## src/rtl/alu_mc.sv

```systemverilog
// alu_mc: registered, parametrised ALU with a start/done handshake.
// Ops: 000 add, 001 and, 010 or, 011 slt, 100 sub, 101 mul (110/111 reserved).
// Build option: define ALU_MC_MUL_EN to include the sequential shift-add
// multiplier for op 101. Without it, op 101 behaves as a reserved op.
// Operands are captured on the start edge. The result and all flags are
// registered in DONE and held until the next done edge or reset.
module alu_mc #(
    parameter int WIDTH = 16
) (
    input  logic             clk,
    input  logic             rst,
    input  logic             start,
    input  logic [2:0]       op,
    input  logic [WIDTH-1:0] x,
    input  logic [WIDTH-1:0] y,
    output logic             busy,
    output logic             done,
    output logic [WIDTH-1:0] res,
    output logic             SLT,
    output logic             zero,
    output logic             GT,
    output logic             OV
);

    localparam logic [2:0] OP_ADD = 3'b000;
    localparam logic [2:0] OP_AND = 3'b001;
    localparam logic [2:0] OP_OR  = 3'b010;
    localparam logic [2:0] OP_SLT = 3'b011;
    localparam logic [2:0] OP_SUB = 3'b100;
`ifdef ALU_MC_MUL_EN
    localparam logic [2:0] OP_MUL = 3'b101;
`endif

    typedef enum logic [1:0] {
        ST_IDLE = 2'b00,
`ifdef ALU_MC_MUL_EN
        ST_MUL  = 2'b01,
`endif
        ST_DONE = 2'b10
    } state_t;

    // Signed overflow of x + y: operands agree in sign, result does not.
    function automatic logic add_ovf(input logic a_msb, input logic b_msb, input logic r_msb);
        return (a_msb == b_msb) && (r_msb != a_msb);
    endfunction

    // Signed overflow of x - y: operands differ in sign, result sign flips away from x.
    function automatic logic sub_ovf(input logic a_msb, input logic b_msb, input logic r_msb);
        return (a_msb != b_msb) && (r_msb != a_msb);
    endfunction

    state_t           state_r;
    logic [2:0]       op_r;
    logic [WIDTH-1:0] x_r;
    logic [WIDTH-1:0] y_r;
    logic             done_r;
    logic [WIDTH-1:0] res_r;
    logic             slt_r;
    logic             zero_r;
    logic             gt_r;
    logic             ov_r;

    logic [WIDTH-1:0] sum_s;
    logic [WIDTH-1:0] diff_s;
    logic             slt_s;
    logic             eq_s;
    logic             gt_s;
    logic [WIDTH-1:0] res_s;
    logic             ov_s;

`ifdef ALU_MC_MUL_EN
    localparam int CW = (WIDTH > 1) ? $clog2(WIDTH) : 1;

    logic [2*WIDTH-1:0] acc_r;
    logic [CW-1:0]      cnt_r;
    logic [2*WIDTH-1:0] pp_s;
    logic [2*WIDTH-1:0] acc_nxt_s;
    logic               last_s;

    // One shift-add step per cycle: add x shifted by the current bit index when that multiplier bit is set.
    always_comb begin
        pp_s   = {{WIDTH{1'b0}}, x_r} << cnt_r;
        last_s = (cnt_r == CW'(WIDTH - 1));
        if (y_r[cnt_r]) begin
            acc_nxt_s = acc_r + pp_s;
        end else begin
            acc_nxt_s = acc_r;
        end
    end
`endif

    // Result and flag datapath, evaluated from the captured operands.
    always_comb begin
        sum_s  = x_r + y_r;
        diff_s = x_r - y_r;
        slt_s  = ($signed(x_r) < $signed(y_r));
        eq_s   = (x_r == y_r);
        gt_s   = ~(eq_s | slt_s);
        res_s  = {WIDTH{1'b0}};
        ov_s   = 1'b0;
        case (op_r)
            OP_ADD: begin
                res_s = sum_s;
                ov_s  = add_ovf(x_r[WIDTH-1], y_r[WIDTH-1], sum_s[WIDTH-1]);
            end
            OP_AND: begin
                res_s = x_r & y_r;
                ov_s  = 1'b0;
            end
            OP_OR: begin
                res_s = x_r | y_r;
                ov_s  = 1'b0;
            end
            OP_SLT: begin
                res_s = {{(WIDTH-1){1'b0}}, slt_s};
                ov_s  = 1'b0;
            end
            OP_SUB: begin
                res_s = diff_s;
                ov_s  = sub_ovf(x_r[WIDTH-1], y_r[WIDTH-1], diff_s[WIDTH-1]);
            end
`ifdef ALU_MC_MUL_EN
            OP_MUL: begin
                res_s = acc_r[WIDTH-1:0];
                ov_s  = |acc_r[2*WIDTH-1:WIDTH];
            end
`endif
            default: begin
                res_s = {WIDTH{1'b0}};
                ov_s  = 1'b0;
            end
        endcase
    end

    // Control FSM: operand capture, multiplier iteration and registered result/flag update.
    always_ff @(posedge clk) begin
        if (rst) begin
            state_r <= ST_IDLE;
            op_r    <= 3'b000;
            x_r     <= {WIDTH{1'b0}};
            y_r     <= {WIDTH{1'b0}};
            done_r  <= 1'b0;
            res_r   <= {WIDTH{1'b0}};
            slt_r   <= 1'b0;
            zero_r  <= 1'b1;
            gt_r    <= 1'b0;
            ov_r    <= 1'b0;
`ifdef ALU_MC_MUL_EN
            acc_r   <= {(2*WIDTH){1'b0}};
            cnt_r   <= {CW{1'b0}};
`endif
        end else begin
            done_r <= 1'b0;
            case (state_r)
                ST_IDLE: begin
                    if (start) begin
                        op_r <= op;
                        x_r  <= x;
                        y_r  <= y;
`ifdef ALU_MC_MUL_EN
                        if (op == OP_MUL) begin
                            acc_r   <= {(2*WIDTH){1'b0}};
                            cnt_r   <= {CW{1'b0}};
                            state_r <= ST_MUL;
                        end else begin
                            state_r <= ST_DONE;
                        end
`else
                        state_r <= ST_DONE;
`endif
                    end else begin
                        state_r <= ST_IDLE;
                    end
                end
`ifdef ALU_MC_MUL_EN
                ST_MUL: begin
                    acc_r <= acc_nxt_s;
                    cnt_r <= cnt_r + CW'(1);
                    if (last_s) begin
                        state_r <= ST_DONE;
                    end else begin
                        state_r <= ST_MUL;
                    end
                end
`endif
                ST_DONE: begin
                    res_r   <= res_s;
                    slt_r   <= slt_s;
                    zero_r  <= (res_s == {WIDTH{1'b0}});
                    gt_r    <= gt_s;
                    ov_r    <= ov_s;
                    done_r  <= 1'b1;
                    state_r <= ST_IDLE;
                end
                default: begin
                    state_r <= ST_IDLE;
                end
            endcase
        end
    end

    assign busy = (state_r != ST_IDLE);
    assign done = done_r;
    assign res  = res_r;
    assign SLT  = slt_r;
    assign zero = zero_r;
    assign GT   = gt_r;
    assign OV   = ov_r;

endmodule

```

## config.mk

```make
export PLATFORM = sky130hd
export DESIGN_NAME = alu_mc
export DESIGN_NICKNAME = d
export VERILOG_FILES = /design/src/rtl/alu_mc.sv
export SDC_FILE = /design/constraint.sdc
export NUM_CORES = 1
export LEC_CHECK = 0
export BUFFER_PORTS_ARGS = -buffer_cell sky130_fd_sc_hd__buf_2
export CAP_MARGIN = 20
export CORE_ASPECT_RATIO = 0.6
export CORE_UTILIZATION = 28
export CTS_CLUSTER_SIZE = 10
export DETAILED_ROUTE_END_ITERATION = 6
export GPL_TIMING_DRIVEN = 1
export MAX_ROUTING_LAYER = met4
export SYNTH_ARGS = -nofsm -noshare
export SYNTH_HDL_FRONTEND = slang
export SYNTH_SLANG_ARGS = --single-unit
```

## constraint.sdc

```tcl
create_clock -name clk -period 3.58 [get_ports clk]
set_input_delay 0.537 -clock clk [delete_from_list [all_inputs] [get_ports clk]]
set_output_delay 0.537 -clock clk [all_outputs]
set_load 0.03 [all_outputs]
```

Word-level counts from Yosys, hierarchy flattened. Index checks and enable logic that the tools add are counted.

Output and inout port bits: 22. Input bits: 38. Word-level logic and storage cells: 40. Flip-flop bits (word level): 58.

Mux-type cells: 4. Equal/unequal tests: 10. Order comparisons: 1. Add/subtract/negate cells: 2. Reductions and logical operators: 8. Bitwise logic cells: 5.

Operators by type and width (number): $pmux 16 s5 (1); $add 16x16->16 (1); $and 16x16->16 (1); $eq 16x16->1 (1); $logic_not 16->1 (1); $lt 16x16->1 (1); $or 16x16->16 (1); $sub 16x16->16 (1); $eq 3x2->1 const B (2); $eq 3x1->1 const B (1); $eq 3x3->1 const B (1); $logic_not 3->1 (1); $ne 1x1->1 (3); $eq 2x2->1 const B (1); $logic_and 1x1->1 (2); $logic_not 2->1 (1); $mux 2 (1); $not 1->1 (2); $pmux 1 s2 (1); $reduce_and 2->1 (1); $reduce_bool 2->1 (1); $reduce_or 2->1 (1); $eq 1x1->1 (1); $mux 1 (1); $or 1x1->1 (1).

Logic depth before layout (Yosys ltp). Gate-level depths: netlist of run 1.

Depth after elaboration: 4. Gate-level depth with buffers: 13. Mapped depth without buffers: 13.

Least setup slack after synthesis of run 1. Ideal clock, no wire load.

Kind: reg2reg. Start: reg x_r[0]. End: reg zero_r, in the netlist zero. Setup slack: 938 ps. Required time: 3465 ps. Library setup time: 115 ps. Cell stages (with the launch flop): 14. Clock period less this slack: 2642 ps. Data arrival time: 2526 ps. Cell sequence: dfxtp_1 > inv_1 > ha_1 > inv_1 > fa_1 > nor2b_1 > o311ai_1 > a211oi_1 > o21ai_0 > a22oi_2 > a211o_1 > mux2i_1 > nor4_1 > a31o_1.

Longest elaborated chain between the ends: 3.

RTL lines: start, declared (line 54) `logic [WIDTH-1:0] x_r;`; start signal, assigned (line 140) `x_r <= {WIDTH{1'b0}};`; $sub 16x16->16 (tied with other cells) (line 95) `diff_s = x_r - y_r;`; $pmux 16 s5 (*) (line 101) `case (op_r)`; $logic_not 16->1 (*) (line 189) `zero_r <= (res_s == {WIDTH{1'b0}});`; end signal, assigned (line 189); end, declared (line 59) `logic zero_r;`.

Mark *: on every way between the ends. The rest lies on a longest branch, timed or not. A chain may end at the register's enable or synchronous reset.

Worst setup path in the final report of run 1.
Start: reg y_r[9]. End: reg zero_r, in the netlist zero.

Longest elaborated chain between the ends: 3.

RTL lines: start, declared (line 55) `logic [WIDTH-1:0] y_r;`; start signal, assigned (line 141) `y_r <= {WIDTH{1'b0}};`; start signal, assigned (line 159) `y_r <= y;`; $sub 16x16->16 (tied with other cells) (line 95); $pmux 16 s5 (*) (line 101); $logic_not 16->1 (*) (line 189).

Marks and branches as above.

==> out/qor.csv, run 1 <==
stage,metric,value,unit
run_status,outcome,"finished, final reports clean",
clocking,hold_buffers,0,
global_routing,grt_antenna_before_repair,0,
pwr,finalPower,0.00233,W
clocking,cts_root_buffer,clkbuf_16,
worst_setup_path,r2r_end,zero$_SDFFE_PP1P_,
yosys,syn_nets,696,
worst_setup_path,cp-endpoint,zero$_SDFFE_PP1P_,
clocking,cts_resized,0,
die,die_y,102,um
timing,finalCriticalPeriod,3240,ps
finish,drive_above_1_share,17.1,%
route,drt-pass1-iter-count,5,
placement,dp_hpwl,11600,um
global_routing,grt_max_degree,37,
finish,design_area,5410,um2
finish,seq_area,1140,um2
die,initial_core_util,29.4,%
finish,area_delta_synth_final,16.9,%
global_routing,grt_pass1_wl,22700,um
yosys,synth_top_area_share,24.6,%
clocking,clock-sinks,57,
finish,final_cell_mix,"nand2_1 (85), a21oi_1 (63), nor2_1 (60)",
worst_setup_path,rrSetupSlack,340,ps
route,viasPerCell,5.19,
yosys,syn_area_per_cell,7.63,um2
die,die_area,17100,um2
yosys,synth_largest_area_cell,dfxtp_1,
route,drt_iter0_markers,440,
yosys,async_reset_ff_share,0,%
timing,slew_violations,0,
finish,final_common_cell,nand2_1,
die,coreArea,15800,um2
placement,port_buffers,59,
route,num_vias,4457,
route,post-route-drc-count,0,
die,ios,60,
finish,multi_input_area,3140,um2
placement,place.gp.congestion,0.944,
clocking,clk_pin_slew,60,ps
timing,finalHoldViolCount,0,
timing,fin_crit_sh,90.4,%
worst_setup_path,arrival,3460,ps
global_routing,grt_pass1_vias,3820,
clocking,clockBufferDepth,2,
worst_setup_path,r2r-start,y_r[9]$_SDFFE_PP0P_,
die,num_rows,35,
clocking,htreeDepth,3,
yosys,syn-cell-area,4630,um2
worst_setup_path,cp_data_required_time,3800,ps
clocking,cts_setup_buffers,0,
yosys,synth_mux_area_share,2.22,%
clocking,numCtsBuffers,9,
yosys,synthSimpleGateAreaFrac,24.6,%
yosys,synth-compound-area-share,24.8,%
pwr,ir_drop,0.176,mV
timing,rsz0062_at_grt,false,
finish,fin_nets,740,
pwr,p_leak,2.22,nW
timing,fmax,309,MHz
worst_setup_path,end_kind,register,
pwr,p_per_area,431,nW/um2
hold_path,hp-class,in -> reg,
yosys,syn-instance-count,607,
yosys,synth_edf_count,0,
timing,setup_viol,0,
yosys,yosysSeqAreaShare,24.6,%
yosys,synthXorXnorAreaFrac,2.08,%
timing,hold_ws,440,ps
route,routed_wl,14900,um
timing,setup-tns-final,0,ps
finish,antenna_cells,0,
yosys,synth-adder-area-share,14.1,%
finish,fill_cells,1683,
timing,tightest_slew,763,ps
worst_setup_path,crit_path_start,y_r[9]$_SDFFE_PP0P_,
clocking,cts_tree,built,
timing,fin_skew,9.59,ps
clocking,clock_latency,330,ps
timing,slew_headroom,48.9,%
worst_setup_path,path_class,reg -> reg,
worst_setup_path,critPathMaxFanout,12,
global_routing,grt_usage,18.3,%
placement,placed_area,5090,um2
yosys,yosysWarnings,0,
route,drtAntennaViolNets,0,
yosys,synth_ff_type,dfxtp_1,
worst_setup_path,rr_worst_depth,11,
flow_run,maxCapViolCount,0,
die,die_w,168,um
yosys,netlist_top_cells_area,"dfxtp_1 (25%), ha_1 (13%), nand2_1 (6.9%), a21oi_1 (6.8%), nor2_1 (4.9%)",
worst_setup_path,crit_path_start_kind,register,
yosys,synth_cell_types,77,
route,wl_per_cell,17.3,um
yosys,synth_top_family_by_area,compound AO/OA/AOI/OAI gates,
global_routing,grt_overflow_total,0,
yosys,synth_seq_cells,57,
==> worst max-delay path, cell delays in order, from the launching register on <==
cell	delay, ps
dfxtp_1	390
inv_1	90
ha_1	530
nor2b_1	150
nor2_1	260
o221ai_2	210
a2111oi_4	390
a22oi_2	140
a211o_1	330
mux2i_1	300
nor4_1	100
a31o_1	230
==> cells by family (layout without fill, tap and decap cells) <==
family / count (synthesis) / in the layout
AOI/OAI and AO/OA: 160 / 160
muxes: 10 / 10
adders and majority gates: 51 / 51
DFF: 57 / 57
xor gates and xnor gates: 11 / 11
buffers and inverters: 83 / 132
and+or+nand+nor: 235 / 235
==> registers in the layout, summed over array words and instances, names as in the netlist <==
register	cells
GT	1
OV	1
SLT	1
done	1
op_r	3
res	16
state_r	1
x_r	16
y_r	16
zero	1
==> power breakdown <==
part / total [W] / switching [W] / internal, W
registers: 0.000718 / 0.0000432 / 0.000675
logic: 0.000666 / 0.000416 / 0.000250
clock network: 0.000951 / 0.000324 / 0.000627
==> cells in the mapped netlist, types with 6 or more instances <==
cell      instances
nor3_1           25
mux2i_1           8
a21oi_1          63
nand2b_1          7
nand3_1          10
ha_1             49
inv_1            43
dfxtp_1          57
nor2_1           60
o21ai_0          11
buf_2             9
a211oi_1         16
xnor2_1           7
nand2_1          85
clkbuf_1         21
o211ai_1          6
nor2b_1           7
==> per-layer routing <==
| layer | track usage, % | vias to the layer above | part of all wire, % | routed length [um] |
|---|---|---|---|---|
| met5 | - | - | 0 | 0 |
| met4 | 2.75 | 0 | 0.41 | 61 |
| met3 | 6.06 | 11 | 11 | 1580 |
| met2 | 17.9 | 200 | 29 | 4290 |
| met1 | 31.2 | 2029 | 60 | 8970 |
| li1 | - | 2217 | - | - |
==> per-stage QoR <==
stage | instances | worst slack (ps) | utilization (%)
2_1_floorplan | 607 | 938 | -
3_3_place_gp | 843 | 506 | 32.3
3_5_place_dp | 843 | 471 | 32.3
4_1_cts | 859 | 445 | 34.3
5_1_grt | 859 | 197 | 34.3
6_report | 859 | 342 | 34.3
==> worst min path at each step <==
stage / slack [ps] / from / cells past startpoint / end
2_1_floorplan: 450 / y_r[10]$_SDFFE_PP0P_ / 2 / y_r[10]$_SDFFE_PP0P_
3_3_place_gp: 460 / res[2]$_SDFFE_PP0P_ / 1 / res[2]$_SDFFE_PP0P_
3_5_place_dp: 460 / OV$_SDFFE_PP0P_ / 2 / OV$_SDFFE_PP0P_
4_1_cts: 430 / x[5] / 3 / x_r[5]$_SDFFE_PP0P_
5_1_grt: 450 / x[13] / 3 / x_r[13]$_SDFFE_PP0P_
6_report: 440 / x[13] / 3 / x_r[13]$_SDFFE_PP0P_
==> layout make-up <==
type / count / share of cell area, %
tap: 203 / 4.69
clock buffer: 11 / 4.48
multi-input combinational: 467 / 58.0
clock inverter: 5 / 1.46
sequential: 57 / 21.1
inverter: 44 / 3.05
timing repair buffer: 72 / 7.26
Note: power is estimated with default switching activity, not from simulation.
==> inputs of run 2 (changes only) <==
- CELL_PAD_IN_SITES_DETAIL_PLACEMENT: unset -> 0
- CELL_PAD_IN_SITES_GLOBAL_PLACEMENT: unset -> 1
- PLACE_DENSITY_LB_ADDON: unset -> 0.1
- SLEW_MARGIN: unset -> 25
- TNS_END_PERCENT: unset -> 5
==> out/qor.csv, run 2 (same netlist as run 1, synthesis figures left out) <==
stage,metric,value,unit,change
die,die_y,102,um,unchanged
finish,multi_input_area,3140,um2,about the same
clocking,cts_tree,built,,
placement,dp_hpwl,12800,um,+9.5%
finish,drive_above_1_share,17.5,%,+0.40 points
route,routed_wl,16400,um,+10%
worst_setup_path,crit_path_start_kind,register,,
flow_run,maxCapViolCount,0,,unchanged
clocking,clock_latency,340,ps,about the same
die,ios,60,,unchanged
timing,fin_crit_sh,91.9,%,+1.5 points
clocking,clock-sinks,57,,unchanged
clocking,clk_pin_slew,60,ps,about the same
die,num_rows,35,,unchanged
route,drtAntennaViolNets,0,,unchanged
placement,place.gp.congestion,0.911,,-3.5%
clocking,cts_root_buffer,clkbuf_16,,
clocking,hold_buffers,0,,unchanged
timing,tightest_slew,920,ps,+156 ps
global_routing,grt_usage,20.8,%,+2.5 points
placement,dp.cells,845,,+0.24%
global_routing,grt_antenna_before_repair,0,,unchanged
clocking,numCtsBuffers,9,,unchanged
timing,slew_violations,0,,unchanged
global_routing,grt_max_degree,36,,-2.7%
finish,antenna_cells,0,,unchanged
worst_setup_path,worstPathBufferInverterCount,1,,unchanged
timing,hold_ws,434,ps,-5.40 ps
worst_setup_path,cp_data_required_time,3810,ps,about the same
worst_setup_path,arrival,3520,ps,+60 ps
finish,area_delta_synth_final,18.0,%,
pwr,ir_drop,0.229,mV,+31%
die,coreArea,15800,um2,unchanged
pwr,power.internal,0.00165,W,+6.1%
route,drt_iter0_markers,376,,-15%
worst_setup_path,path_class,reg -> reg,,
pwr,clockPowerShare,42.8,%,+2.1 points
route,drt-pass1-iter-count,4,,-1
worst_setup_path,rr_worst_depth,12,,+1
hold_path,hp-class,in -> reg,,
route,wl_per_cell,19.1,um,+10%
global_routing,grt_pass1_wl,25400,um,+12%
global_routing,grt_overflow_total,0,,unchanged
timing,fin_skew,7.44,ps,-2.14 ps
finish,fill_cells,1705,,+1.3%
route,viasPerCell,5.19,,about the same
timing,slew_headroom,38.5,%,-10 points
die,die_w,168,um,unchanged
worst_setup_path,path_delay_family,compound AO/OA/AOI/OAI gates,,
clocking,clockBufferDepth,2,,unchanged
pwr,p_leak,2.25,nW,+1.1%
pwr,switchingPower,0.000792,W,+1.2%
pwr,seqPwrFrac,29.1,%,-1.6 points
worst_setup_path,worstPathCellList,ha_1 -> inv_1 -> fa_1 -> nor2b_1 -> o311ai_1 -> a211oi_1 -> o21ai_0 -> a22oi_2 -> a211o_1 -> mux2i_1 -> nor4_1 -> a31o_1,,
die,die_area,17100,um2,unchanged
pwr,swShare,32.5,%,-1.0 points
finish,final_common_cell,nand2_1,,
timing,rsz0062_at_grt,false,,
worst_setup_path,cp_slowest_cell,dfxtp_1,,
hold_path,hold_depth,3,,unchanged
clocking,htreeDepth,3,,unchanged
finish,final_cells,861,,+0.23%
pwr,p_per_area,446,nW/um2,+3.5%
finish,fin_util,34.7,%,+0.33 points
die,initial_core_util,29.4,%,unchanged
pwr,combPwrFrac,28.1,%,-0.4 points
timing,setup-tns-final,0,ps,unchanged
timing,finalHoldViolCount,0,,unchanged
worst_setup_path,critPathMaxFanout,4,,-8
finish,fin_nets,742,,+0.27%
finish,seq_area,1140,um2,unchanged
run_status,outcome,"finished, final reports clean",,
timing,finalCriticalPeriod,3290,ps,+53.8 ps
placement,port_buffers,59,,unchanged
worst_setup_path,end_kind,register,,
route,post-route-drc-count,0,,unchanged
worst_setup_path,path_depth,12,,+1
route,num_vias,4468,,+0.25%
worst_setup_path,cpPeakStageDelay,400,ps,-130 ps
global_routing,grt_pass1_vias,4039,,+5.7%
finish,final_cell_mix,"nand2_1 (85), a21oi_1 (63), nor2_1 (59), buf_2 (59), dfxtp_1 (57)",,
timing,setup_viol,0,,unchanged
timing,fmax,304,MHz,-1.6%
-- run 2: cell types whose count changed in the layout (fill, tap and decap cells not counted), sizes merged --
| cell | change |
|---|---|
| buf | +2 |
| clkinv | -2 |
| bufinv | +1 |
| clkbuf | +1 |
-- run 2: layout make-up --
type / instances / share of cell area (%)
Clock buffer: 12 / 4.69
Clock inverter: 4 / 1.81
Inverter: 44 / 3.02
Multi-Input combinational cell: 467 / 57.5
Sequential cell: 57 / 20.9
Tap cell: 203 / 4.65
Timing Repair Buffer: 74 / 7.46
-- run 2: worst register-to-register path, cell delays in order (launching register included) --
cell,delay [ps]
dfxtp_1,400
ha_1,210
inv_1,60
fa_1,390
nor2b_1,190
o311ai_1,340
a211oi_1,180
o21ai_0,260
a22oi_2,150
a211o_1,330
mux2i_1,330
nor4_1,120
a31o_1,230
-- run 2: power by group through the flow --
stage	combinational [W]	sequential, W	clock, W
finish	0.000684	0.000710	0.00104
global route	0.000750	0.000716	0.00110
CTS	0.000677	0.000710	0.00107
detailed placement	0.000674	0.000724	0
global placement	0.000678	0.000721	0
floorplan	0.000454	0.000744	0
-- run 2: worst paths after layout --
path / from / endpoint / slack [ps]
worst min-delay path: y[10] / y_r[10]$_SDFFE_PP0P_ / 430
worst min register to register: OV$_SDFFE_PP0P_ / OV$_SDFFE_PP0P_ / 460
worst max-delay path: y_r[0]$_SDFFE_PP0P_ / zero$_SDFFE_PP1P_ / 290
worst max register to register: y_r[0]$_SDFFE_PP0P_ / zero$_SDFFE_PP1P_ / 290
-- run 2: stage by stage --
stage / worst slack [ps] / power [W] / area, um2
floorplan: 938 / 0.00120 / 4630
global placement: 228 / 0.00140 / 5110
detailed placement: 235 / 0.00140 / 5110
CTS: 200 / 0.00246 / 5460
global route: 51.8 / 0.00257 / 5470
finish: 288 / 0.00244 / 5470
-- run 2: timing repair --
action | 4_1_cts | 5_1_grt
buffers inserted | 0 | 0
resized for setup | 0 | 1
setup endpoints to repair | 0 | 1
-- run 2: layer usage --
layer  up-vias  global-route usage, %  routed length (um)
li1       2221                      -                   -
met1      2101                   34.7               10100
met2       136                   23.3                5390
met3        10                   3.95                 786
met4         0                   4.02                 154
met5         -                      -                   0
==> inputs of run 3 (changes only) <==
- CORE_UTILIZATION: 28 -> 30
==> out/qor.csv, run 3 (same netlist as run 1, synthesis figures left out) <==
stage,metric,value,unit,change
route,post-route-drc-count,0,,unchanged
pwr,ir_drop,0.163,mV,-29%
finish,design_area,5370,um2,-1.8%
worst_setup_path,arrival,3470,ps,-50 ps
route,drt_iter0_markers,259,,-31%
worst_setup_path,r2r-start,x_r[0]$_SDFFE_PP0P_,,
placement,dp_hpwl,12200,um,-4.4%
clocking,numCtsBuffers,9,,unchanged
worst_setup_path,cp_data_required_time,3800,ps,about the same
global_routing,grt_usage,20.6,%,-0.18 points
die,die_y,98.2,um,-3.3%
route,routed_wl,15500,um,-5.5%
worst_setup_path,rr_worst_depth,13,,+1
worst_setup_path,crit_path_start_kind,register,,
worst_setup_path,path_class,reg -> reg,,
flow_run,maxCapViolCount,0,,unchanged
global_routing,grt_pass1_vias,3931,,-2.7%
run_status,outcome,"finished, final reports clean",,
global_routing,grt_overflow_total,0,,unchanged
die,die_area,16000,um2,-6.6%
timing,fmax,308,MHz,+1.3%
hold_path,min-delay-start,y[2],,
clocking,clock_latency,340,ps,about the same
timing,slew_violations,0,,unchanged
timing,finalHoldViolCount,0,,unchanged
route,num_vias,4374,,-2.1%
timing,fin_crit_sh,90.8,%,-1.2 points
placement,placed_area,5090,um2,-0.27%
clocking,clockBufferDepth,2,,unchanged
pwr,p_per_area,411,nW/um2,-7.8%
clocking,htreeDepth,3,,unchanged
finish,seq_area,1140,um2,unchanged
timing,finalCriticalPeriod,3250,ps,-41.3 ps
placement,port_buffers,59,,unchanged
hold_path,hp-class,in -> reg,,
clocking,cts_setup_buffers,0,,unchanged
timing,fin_skew,10.5,ps,+3.08 ps
worst_setup_path,rrSetupSlack,330,ps,+40 ps
pwr,switchingPower,0.000778,W,-1.8%
finish,fill_cells,1576,,-7.6%
die,die_w,162,um,-3.4%
finish,antenna_cells,0,,unchanged
placement,place.gp.congestion,0.873,,-4.2%
die,ios,60,,unchanged
clocking,hold_buffers,0,,unchanged
route,drtAntennaViolNets,0,,unchanged
clocking,cts_root_buffer,clkbuf_16,,
worst_setup_path,end_kind,register,,
die,num_rows,34,,-2.9%
global_routing,grt_antenna_before_repair,0,,unchanged
route,viasPerCell,5.12,,-1.4%
route,drt-pass1-iter-count,5,,+1
pwr,combPwrFrac,30.4,%,+2.3 points
timing,setup-tns-final,0,ps,unchanged
clocking,cts_tree,built,,
die,coreArea,14800,um2,-6.4%
clocking,clock-sinks,57,,unchanged
pwr,seqPwrFrac,32.3,%,+3.2 points
finish,multi_input_area,3140,um2,about the same
hold_path,hold_end,y_r[2]$_SDFFE_PP0P_,,
worst_setup_path,r2r_end,zero$_SDFFE_PP1P_,,
finish,drive_above_1_share,17.0,%,-0.43 points
finish,final_common_cell,nand2_1,,
global_routing,grt_pass1_wl,23900,um,-5.7%
timing,rsz0062_at_grt,false,,
finish,final_cells,855,,-0.70%
hold_path,hold_depth,3,,unchanged
clocking,clk_pin_slew,60,ps,about the same
finish,fin_nets,741,,-0.13%
timing,slew_headroom,46.7,%,+8.2 points
placement,dp.cells,839,,-0.71%
die,initial_core_util,31.4,%,+2.0 points
timing,setup_viol,0,,unchanged
pwr,clockPowerShare,37.3,%,-5.5 points
global_routing,grt_max_degree,36,,unchanged
pwr,power.internal,0.00143,W,-13%
pwr,finalPower,0.00221,W,-9.5%
pwr,swShare,35.3,%,+2.8 points
finish,final_cell_mix,"nand2_1 (85), a21oi_1 (63), nor2_1 (60)",,
finish,area_delta_synth_final,15.9,%,
timing,tightest_slew,797,ps,-123 ps
worst_setup_path,critPathMaxFanout,3,,-1
clocking,cts_resized,0,,unchanged
route,wl_per_cell,18.2,um,-4.9%
pwr,p_leak,2.21,nW,-1.8%
==> run 3: through the flow <==
stage	util [%]	setup slack [ps]	hold WS (ps)
final	36.4	330	438
after global routing	36.4	64.0	437
after CTS	36.4	276	430
after detailed placement	34.5	280	461
after global placement	34.5	404	451
after floorplan	-	938	453
==> run 3: final cells by class <==
type                            instances  area share [%]
Inverter                               44            3.08
Tap cell                              198            4.61
Clock inverter                          3           0.280
Sequential cell                        57            21.3
Clock buffer                           13            4.85
Timing Repair Buffer                   73            7.46
Multi-Input combinational cell        467            58.5
==> run 3: worst max path at each step <==
stage | startpoint | to | slack, ps
final | x_r[0]$_SDFFE_PP0P_ | zero$_SDFFE_PP1P_ | 330
after global routing | x_r[0]$_SDFFE_PP0P_ | zero$_SDFFE_PP1P_ | 60
after CTS | x_r[0]$_SDFFE_PP0P_ | zero$_SDFFE_PP1P_ | 280
after detailed placement | x_r[0]$_SDFFE_PP0P_ | zero$_SDFFE_PP1P_ | 280
after global placement | x_r[0]$_SDFFE_PP0P_ | zero$_SDFFE_PP1P_ | 400
after floorplan | x_r[0]$_SDFFE_PP0P_ | zero$_SDFFE_PP1P_ | 940
==> run 3: power by group through the flow <==
stage / clock network [W] / logic, W / registers (W)
2_1_floorplan: 0 / 0.000454 / 0.000744
3_3_place_gp: 0 / 0.000667 / 0.000723
3_5_place_dp: 0 / 0.000663 / 0.000727
4_1_cts: 0.000840 / 0.000666 / 0.000713
5_1_grt: 0.000869 / 0.000734 / 0.000719
6_report: 0.000822 / 0.000672 / 0.000713
==> run 3: per-layer routing <==
layer | GRT usage (%) | routed length, um | vias up
li1 | - | - | 2218
met1 | 34.9 | 9750 | 2049
met2 | 22.7 | 5020 | 99
met3 | 4.16 | 698 | 8
met4 | 3.48 | 79 | 0
met5 | - | 0 | -
==> run 3: critical path, cell delays in order (launching register included) <==
cell and delay, ps:
dfxtp_1 320, inv_1 80, ha_1 190, inv_1 70
fa_1 380, nor2b_1 170, o311ai_1 370, a211oi_1 200
o21ai_0 270, a22oi_2 150, a211o_1 320, mux2i_1 280
nor4_1 110, a31o_1 220
